[config.mk]
export PLATFORM = sky130hd
export DESIGN_NAME = instruction_prefetch_buffer
export DESIGN_NICKNAME = d
export VERILOG_FILES = /design/src/rtl/riscv_fetch_pkg.sv /design/src/rtl/fetch_fifo.sv /design/src/rtl/instruction_prefetch_buffer.sv
export SDC_FILE = /design/constraint.sdc
export NUM_CORES = 1
export LEC_CHECK = 0
export ABC_AREA = 1
export CORE_ASPECT_RATIO = 1.1
export CORE_UTILIZATION = 45
export DETAILED_ROUTE_END_ITERATION = 12
export PLACE_DENSITY = 0.77
export REMOVE_ABC_BUFFERS = 1
export SLEW_MARGIN = 20
export SYNTH_ARGS = -nofsm -noshare
export SYNTH_HDL_FRONTEND = slang
export SYNTH_SLANG_ARGS = --single-unit
[constraint.sdc]
create_clock -name clk -period 5.2 [get_ports clk]
set_input_delay 1.56 -clock clk [delete_from_list [all_inputs] [get_ports clk]]
set_output_delay 1.56 -clock clk [all_outputs]
set_load 0.02 [all_outputs]
[src/rtl/riscv_fetch_pkg.sv]
// Shared fetch-path types: architectural widths, the buffered fetch entry
// and the sequential-PC helper used by both the request and response sides.
package riscv_fetch_pkg;

  localparam int unsigned XLEN       = 32;
  localparam int unsigned INST_BYTES = 4;

  typedef struct packed {
    logic [XLEN-1:0] pc;
    logic [XLEN-1:0] inst;
  } fetch_entry_t;

  function automatic logic [XLEN-1:0] next_pc(input logic [XLEN-1:0] pc);
    return pc + XLEN'(INST_BYTES);
  endfunction

endpackage

[src/rtl/fetch_fifo.sv]
// Circular storage for fetched {pc, inst} entries. Flush empties it and wins
// over a push or pop in the same cycle; the head is read combinationally.
module fetch_fifo
  import riscv_fetch_pkg::*;
#(
  parameter int unsigned DEPTH = 4,
  localparam int unsigned PW   = $clog2(DEPTH),
  localparam int unsigned CW   = PW + 1
) (
  input  logic          clk_i,
  input  logic          rst_ni,
  input  logic          flush_i,
  input  logic          push_i,
  input  fetch_entry_t  entry_i,
  input  logic          pop_i,
  output fetch_entry_t  head_o,
  output logic [CW-1:0] count_o
);

  fetch_entry_t  mem_q [DEPTH];
  logic [PW-1:0] wr_ptr_q, wr_ptr_d;
  logic [PW-1:0] rd_ptr_q, rd_ptr_d;
  logic [CW-1:0] count_q, count_d;
  logic          do_push_s;
  logic          do_pop_s;

  // Qualify push/pop against flush and the occupancy limits.
  always_comb begin
    do_push_s = push_i && !flush_i && (count_q != CW'(DEPTH));
    do_pop_s  = pop_i && !flush_i && (count_q != {CW{1'b0}});
  end

  // Pointer and occupancy next-state; pointers wrap naturally at PW bits.
  always_comb begin
    wr_ptr_d = wr_ptr_q;
    rd_ptr_d = rd_ptr_q;
    count_d  = count_q;
    if (flush_i) begin
      wr_ptr_d = {PW{1'b0}};
      rd_ptr_d = {PW{1'b0}};
      count_d  = {CW{1'b0}};
    end else begin
      if (do_push_s) begin
        wr_ptr_d = wr_ptr_q + PW'(1);
      end else begin
        wr_ptr_d = wr_ptr_q;
      end
      if (do_pop_s) begin
        rd_ptr_d = rd_ptr_q + PW'(1);
      end else begin
        rd_ptr_d = rd_ptr_q;
      end
      case ({do_push_s, do_pop_s})
        2'b10:   count_d = count_q + CW'(1);
        2'b01:   count_d = count_q - CW'(1);
        default: count_d = count_q;
      endcase
    end
  end

  // Control state registers.
  always_ff @(posedge clk_i or negedge rst_ni) begin
    if (!rst_ni) begin
      wr_ptr_q <= {PW{1'b0}};
      rd_ptr_q <= {PW{1'b0}};
      count_q  <= {CW{1'b0}};
    end else begin
      wr_ptr_q <= wr_ptr_d;
      rd_ptr_q <= rd_ptr_d;
      count_q  <= count_d;
    end
  end

  // Entry storage; contents are don't-care until written, so no reset.
  always_ff @(posedge clk_i) begin
    if (do_push_s) begin
      mem_q[wr_ptr_q] <= entry_i;
    end
  end

  assign head_o  = mem_q[rd_ptr_q];
  assign count_o = count_q;

endmodule

[src/rtl/instruction_prefetch_buffer.sv]
// Sequential instruction prefetcher: issues in-order fetches while buffer space
// is guaranteed, tags responses with their PC and drains stale ones after redirect.
module instruction_prefetch_buffer
  import riscv_fetch_pkg::*;
#(
  parameter int unsigned DEPTH    = 4,
  parameter logic [31:0] RESET_PC = 32'h0000_0000
) (
  input  logic        clk,
  input  logic        reset,
  input  logic        redirect,
  input  logic [31:0] redirect_pc,
  output logic        imem_req,
  output logic [31:0] imem_addr,
  input  logic        imem_ready,
  input  logic        imem_rvalid,
  input  logic [31:0] imem_rdata,
  output logic        deq_valid,
  input  logic        deq_ready,
  output logic [31:0] deq_inst,
  output logic [31:0] deq_pc,
  output logic        err_unexp
);

  localparam int unsigned CW = $clog2(DEPTH) + 1;

  logic [XLEN-1:0] fetch_pc_q, fetch_pc_d;
  logic [XLEN-1:0] resp_pc_q, resp_pc_d;
  logic [CW-1:0]   live_q, live_d;
  logic [CW-1:0]   drop_q, drop_d;
  logic            err_q, err_d;

  logic [CW-1:0]   count_s;
  logic [CW:0]     occ_s;
  logic            accept_s;
  logic            drop_resp_s;
  logic            live_resp_s;
  logic            unexp_s;
  logic            push_s;
  logic            pop_s;
  fetch_entry_t    entry_s;
  fetch_entry_t    head_s;

  // Credit check counts only registered state so a pop never frees space early.
  always_comb begin
    occ_s     = {1'b0, count_s} + {1'b0, live_q};
    imem_req  = reset && !redirect && (occ_s < (CW+1)'(DEPTH));
    imem_addr = fetch_pc_q;
  end

  // Classify this cycle's handshakes; stale responses are consumed before live ones.
  always_comb begin
    accept_s    = imem_req && imem_ready;
    drop_resp_s = imem_rvalid && (drop_q != {CW{1'b0}});
    live_resp_s = imem_rvalid && (drop_q == {CW{1'b0}}) && (live_q != {CW{1'b0}});
    unexp_s     = imem_rvalid && (drop_q == {CW{1'b0}}) && (live_q == {CW{1'b0}});
    push_s      = live_resp_s && !redirect;
    pop_s       = deq_valid && deq_ready && !redirect;
    entry_s     = '{pc: resp_pc_q, inst: imem_rdata};
  end

  // Fetch/response PCs and request accounting.
  always_comb begin
    fetch_pc_d = fetch_pc_q;
    resp_pc_d  = resp_pc_q;
    live_d     = live_q;
    drop_d     = drop_q;
    err_d      = err_q | unexp_s;
    if (redirect) begin
      // Everything still in flight becomes stale, except a live response landing now.
      fetch_pc_d = redirect_pc;
      resp_pc_d  = redirect_pc;
      live_d     = {CW{1'b0}};
      drop_d     = drop_q + live_q - CW'(drop_resp_s) - CW'(live_resp_s);
    end else begin
      if (accept_s) begin
        fetch_pc_d = next_pc(fetch_pc_q);
      end else begin
        fetch_pc_d = fetch_pc_q;
      end
      if (push_s) begin
        resp_pc_d = next_pc(resp_pc_q);
      end else begin
        resp_pc_d = resp_pc_q;
      end
      case ({accept_s, live_resp_s})
        2'b10:   live_d = live_q + CW'(1);
        2'b01:   live_d = live_q - CW'(1);
        default: live_d = live_q;
      endcase
      drop_d = drop_q - CW'(drop_resp_s);
    end
  end

  // Request-side state registers.
  always_ff @(posedge clk or negedge reset) begin
    if (!reset) begin
      fetch_pc_q <= RESET_PC;
      resp_pc_q  <= RESET_PC;
      live_q     <= {CW{1'b0}};
      drop_q     <= {CW{1'b0}};
      err_q      <= 1'b0;
    end else begin
      fetch_pc_q <= fetch_pc_d;
      resp_pc_q  <= resp_pc_d;
      live_q     <= live_d;
      drop_q     <= drop_d;
      err_q      <= err_d;
    end
  end

  fetch_fifo #(
    .DEPTH (DEPTH)
  ) u_fifo (
    .clk_i   (clk),
    .rst_ni  (reset),
    .flush_i (redirect),
    .push_i  (push_s),
    .entry_i (entry_s),
    .pop_i   (pop_s),
    .head_o  (head_s),
    .count_o (count_s)
  );

  assign deq_valid = (count_s != {CW{1'b0}});
  assign deq_inst  = head_s.inst;
  assign deq_pc    = head_s.pc;
  assign err_unexp = err_q;

endmodule

Word level (Yosys, flattened, before mapping)
Memories as Yosys holds them, arrays and structs flattened.
Cells that the tools add are included.

word-level totals
  flip-flop bits (word level) = 78
  RAM bits = 256
  input port bits = 70
  output and inout bits = 99
  word-level logic and storage cells = 70
  memories kept = 1

cells by class
  add/subtract/negate cells = 13
  $lt $le $gt $ge = 1
  eq/ne operators = 5
  mux-type cells = 15
  bitwise operators = 1
  reduce and logical (&&, ||, !) cells = 26

memory list
  name          words  width  rd ports  clocked after Yosys merged registers in  write ports  RTL line          RTL
  u_fifo.mem_q  4      64     1         0                                        1            fetch_fifo.sv:20  fetch_entry_t mem_q [DEPTH];

operators with widths
  operator                                                                       count
  32-bit two-way mux                                                             4
  32-bit by 3-bit adder with 32-bit output (second input constant)               2
  3-bit nonzero test                                                             5
  1-bit logical AND                                                              14
  3-bit case mux with 2 select lines                                             2
  3-bit two-way mux                                                              3
  3-bit by 1-bit subtractor with 3-bit output                                    3
  2-bit two-way mux                                                              4
  2-bit nonzero test                                                             4
  3-bit by 1-bit adder with 3-bit output (second input constant)                 2
  3-bit zero test                                                                2
  3-bit by 1-bit subtractor with 3-bit output (second input constant)            2
  2-bit by 1-bit adder with 2-bit output (second input constant)                 2
  3-bit by 3-bit adder with 4-bit output                                         1
  2-bit by 1-bit equality test with 1-bit output (second input constant)         2
  2-bit equality test (second input constant)                                    2
  4-bit by 3-bit less-than comparator with 1-bit output (second input constant)  1
  3-bit adder                                                                    1
  3-bit != test (second input constant)                                          1
  1-bit two-way mux                                                              2
  1-bit zero test                                                                1
  1-bit bitwise OR                                                               1

Logic depth before layout (Yosys ltp)
  depth after elaboration = 9
  depth in mapped cells = 15
  gate-level depth less buffers = 15

Hierarchy
From an unflattened synthesis, not the netlist that was laid out.

unflattened totals
  cells, all modules = 1424
  area, all modules = 14908.0 um2

by module, submodules not included
  module                       instances  cells each  area each (um2)  sequential area each (um2)
  fetch_fifo                   1          683         9922.0           7862.5
  instruction_prefetch_buffer  1          741         4986.0           1776.7

Worst setup path after synthesis
Ideal clock, no wire load.

  path kind = in2reg
  start point = input port imem_rvalid
  end point = memory u_fifo.mem_q[0][0] (netlist bit), enable pin
  setup time = 0.487 ns
  arrival = 4.720 ns
  data required time = 4.713 ns
  setup slack = -0.006 ns
  cell stages on the path = 4
  buffers on the path = 0
  cell sequence = nand3_2 nor2_8 nand3_4 nor2_1

on the way
  cells in the longest elaborated chain, start to end = 7

RTL lines
  item                                     RTL line                           RTL
  start, declared                          instruction_prefetch_buffer.sv:16  input logic imem_rvalid,
  1-bit logical AND (2 in series)          instruction_prefetch_buffer.sv:55  live_resp_s = imem_rvalid && (drop_q == {CW{1'b0}}) && (live_q != {CW{1'b0}});
  1-bit logical AND                        instruction_prefetch_buffer.sv:57  push_s = live_resp_s && !redirect;
  1-bit logical AND (2 in series)          fetch_fifo.sv:29                   do_push_s = push_i && !flush_i && (count_q != CW'(DEPTH));
  1-bit two-way mux                        fetch_fifo.sv:76                   if (do_push_s) begin
  1-bit two-way mux (not written as such)  fetch_fifo.sv:77                   mem_q[wr_ptr_q] <= entry_i;
  end, declared                            fetch_fifo.sv:20

No other way between the ends.

Worst setup path after layout
  start point = register u_fifo.rd_ptr_q[0]
  end point = output port deq_pc[20]

on the way
  cells in the longest elaborated chain, start to end = 1

RTL lines
  item                    RTL line                           RTL
  start, declared         fetch_fifo.sv:22                   logic [PW-1:0] rd_ptr_q, rd_ptr_d;
  start signal, assigned  fetch_fifo.sv:65                   rd_ptr_q <= {PW{1'b0}};
  start signal, assigned  fetch_fifo.sv:69                   rd_ptr_q <= rd_ptr_d;
  memory 4 x 64 bit       --
  end, declared           instruction_prefetch_buffer.sv:21  output logic [31:0] deq_pc,

No other way between the ends.

==> results.yml <==
timing:
  period_share_pct: 90.8
  skew_ns: 0.0184
  slew_headroom_pct: 31.5
  layout_min_cycle_time_ns: 4.72
  rsz0062_at_grt: "no"
  fmax_mhz: 212
  setup_violations: 0
  tightest_slew_ns: 1.03
  fin_ws_ns: 0.477
  hold_viol: 0
  maxSlewViolCount: 0
synthesis:
  synth-xor-area-share_pct: 1.83
  yosysTopAreaCellShare_pct: 51.8
  synthAdderAreaFrac_pct: 1.69
  ys_warn_count: 0
  ys_seq_area_share_pct: 65.0
  syn-cell-area_sq_um: 14800
  ys_types: 39
  ys_ff_latch: 334
  synthCells: 1416
  synth-edff-count: 256
  synth-async-reset-ratio_pct: 23.4
  synth_mux_area_share_pct: 0
  synth_top_family_by_area: "simple AND/OR/NAND/NOR gates"
  synth_top_area_cell: "edfxtp_1"
  synth_compound_area_share_pct: 9.11
  synthTopCellsByArea: "edfxtp_1 52%, dfrtp_1 13%, nand2_1 7.6%"
  synth_ff_type: "edfxtp_1"
  synth-simple-area-share_pct: 18.3
  syn_area_per_cell_sq_um: 10.5
drt:
  dr.pass1.iters: 5
  route.detailed.drc: 0
  avgRoutedWirePerCell_um: 17.7
  antenna_left: 0
  via_per_inst: 5.36
  drtIter0Drc: 828
  wirelength_um: 35800
  num_vias: 10900
die:
  fp.dieW_um: 175
  num_io_pins: 169
  placementRows: 69
  core_sq_um: 32400
  die_h_um: 192
  die_area_sq_um: 33700
  start_util_pct: 45.8
clock_network:
  postCtsHoldBufs: 0
  cts_root_buf: "clkbuf_16"
  clkSlewWorstSetupHoldPaths_ns: 0.06
  post-cts-setup-buffers: 0
  cts-root-to-sink-buffers: 3
  clk_latency_ns: 0.51
  clock-sinks: 334
  cts_buffers: 34
  h-tree-depth: 2
  cts_tree: "done"
  post_cts_resized: 0
placed_design:
  gp_congestion: 0.919
  io_buffers: 168
  dp_hpwl_um: 22600
  dp_slack_ns: 0.545
global_routing:
  overflow: 0
  grt_usage_pct: 21.3
  grt_max_degree: 105
  antenna_found_initial: 0
  first_global_vias: 10600
  grt_pass1_wl_um: 55900
critical_path:
  crit_chain: "buf_4 -> o21ai_0 -> o22ai_1 -> clkdlybuf4s50_1"
  path_buf_inv: 2
  critPathMaxStageDelay_ns: 0.81
  worstSetupEndpointType: "output pin"
  startpoint_type: "register"
  critical_path_class: "reg2out"
  crit_slowest_cell: "buf_4"
  cp.required_ns: 3.64
  critPathArrivalTime_ns: 3.16
  critPathMaxFanout: 104
  cpLargestDelayFamily: "buffers and inverters"
finish:
  drive_above_1_share_pct: 6.25
  final_net_count: 1664
  num_antenna_cells: 0
  synthToLayoutAreaGrowth_pct: 22.1
  fin_util_pct: 55.9
power_and_ir_drop:
  leakage_nw: 6.80
  p_per_area_nw_per_um2: 382
  vdd_drop_max_v: 0.000215
outcome:
  status: "finished, final reports clean"
run:
  drv_cap: 0
worst_hold_path:
  worstHoldPathType: "reg2reg"
flip-flops by register name, indices dropped and copies added, names as in the netlist:
name,flops
u_fifo.mem_q,256
u_fifo.wr_ptr_q,2
live_q,3
u_fifo.count_o,3
err_unexp,1
imem_addr,32
resp_pc_q,32
drop_q,3
u_fifo.rd_ptr_q,2
cells in the final DEF (no fill, tap or decap), types with 2 or more instances in the layout:
| cell type | netlist | final |
|---|---|---|
| clkinv_2 | 0 | 8 |
| inv_1 | 80 | 78 |
| nor2_2 | 3 | 3 |
| nor2_4 | 2 | 6 |
| nand4_1 | 7 | 7 |
| nand3b_1 | 8 | 8 |
| nor3_1 | 5 | 5 |
| nand2_1 | 302 | 302 |
| dfrtp_1 | 78 | 76 |
| nand2_2 | 3 | 3 |
| a31oi_1 | 3 | 3 |
| nor2_1 | 225 | 221 |
| o21ai_0 | 146 | 146 |
| fa_1 | 5 | 5 |
| o21ai_1 | 3 | 3 |
| nand3_2 | 2 | 2 |
| clkdlybuf4s50_1 | 0 | 167 |
| nand2_4 | 4 | 4 |
| bufinv_16 | 0 | 3 |
| nor3b_1 | 2 | 2 |
| clkinv_4 | 1 | 3 |
| inv_2 | 4 | 5 |
| o21bai_1 | 3 | 3 |
| edfxtp_1 | 256 | 256 |
| xnor2_1 | 11 | 11 |
| o22ai_1 | 64 | 64 |
| o211ai_1 | 12 | 12 |
| a21oi_1 | 6 | 6 |
| nand3_1 | 81 | 81 |
| ha_1 | 12 | 12 |
| clkbuf_1 | 39 | 5 |
| o221ai_1 | 4 | 4 |
| buf_12 | 0 | 5 |
| xor2_1 | 20 | 20 |
| clkinv_1 | 0 | 4 |
| clkbuf_16 | 0 | 37 |
| buf_4 | 4 | 12 |
tightest hold or removal path: cells and delay by family, from the launching register on:
kind          cells  cell delay [ns]
flops             1             0.35
simple gates      2             0.11
cell type report:
type	instances	area [sq um]
clock buffers	43	958
clock inverters	17	165
fillers	2711	14300
inverters	85	325
multi-input cells	938	4620
flip-flops and latches	334	9640
well taps	426	533
repair buffers	184	1860
metal layers:
metal / global-route usage, % / up-vias / part of all wire (%)
met2: 35.4 / 418 / 48
met5: 0 / - / 0
met1: 28.5 / 5178 / 43
met3: 3.57 / 61 / 6.9
li1: - / 5205 / -
met4: 6.56 / 0 / 2.6
synthesized netlist by cell type (2+ instances only):
library cell / n
nor2_1: 225
o21ai_0: 146
nand3b_1: 8
clkbuf_1: 39
o211ai_1: 12
o221ai_1: 4
buf_2: 9
buf_6: 4
a21oi_1: 6
inv_2: 4
nand3_2: 2
ha_1: 12
inv_1: 80
nor3_1: 5
buf_4: 4
o21ai_1: 3
dfrtp_1: 78
nand2_2: 3
nor2_2: 3
a31oi_1: 3
edfxtp_1: 256
xnor2_1: 11
o21bai_1: 3
nand4_1: 7
xor2_1: 20
nand2_4: 4
buf_1: 3
fa_1: 5
nand2_1: 302
nand3_1: 81
nor3b_1: 2
nor2_4: 2
o22ai_1: 64
cell families after synthesis:
| logic type | Yosys count |
|---|---|
| AOI/OAI and AO/OA | 242 |
| xor gates and xnor gates | 31 |
| and+or+nand+nor | 648 |
| DFF | 334 |
| adders and majority gates | 17 |
| buffers and inverters | 144 |
worst paths after layout:
check,startpoint,cells past startpoint,to,slack (ns)
worst max register to register,drop_q[2],13,drop_q[2],2.04
worst max-delay path,u_fifo.rd_ptr_q[0],4,deq_pc[20],0.48
min in group asynchronous,reset,2,imem_addr[26],1.13
worst min register to register,imem_addr[1],2,imem_addr[1],0.48
max in group asynchronous,reset,3,u_fifo.rd_ptr_q[0],2.97
worst min-delay path,imem_addr[1],2,imem_addr[1],0.48
report_power, final:
part	switching [mW]	leakage [nW]	internal (mW)	total, mW
clock network	0.980	0.553	1.46	2.44
registers	0.216	3.26	3.07	3.29
logic	0.697	2.98	0.492	1.19
total	1.89	6.80	5.02	6.91
through the flow:
step | setup TNS [ns] | instance area [sq um] | power [mW] | hold WS [ns] | cells
after global routing | 0 | 18100 | 7.22 | 0.513 | 2027
after CTS | 0 | 18100 | 6.97 | 0.491 | 2027
after global placement | 0 | 17000 | 4.49 | 0.464 | 1967
final | 0 | 18100 | 6.91 | 0.483 | 2027
after floorplan | -58.70 | 14600 | 3.99 | 0.476 | 1357
after detailed placement | 0 | 17000 | 4.53 | 0.476 | 1967
Note: power is estimated with default switching activity, not from simulation.
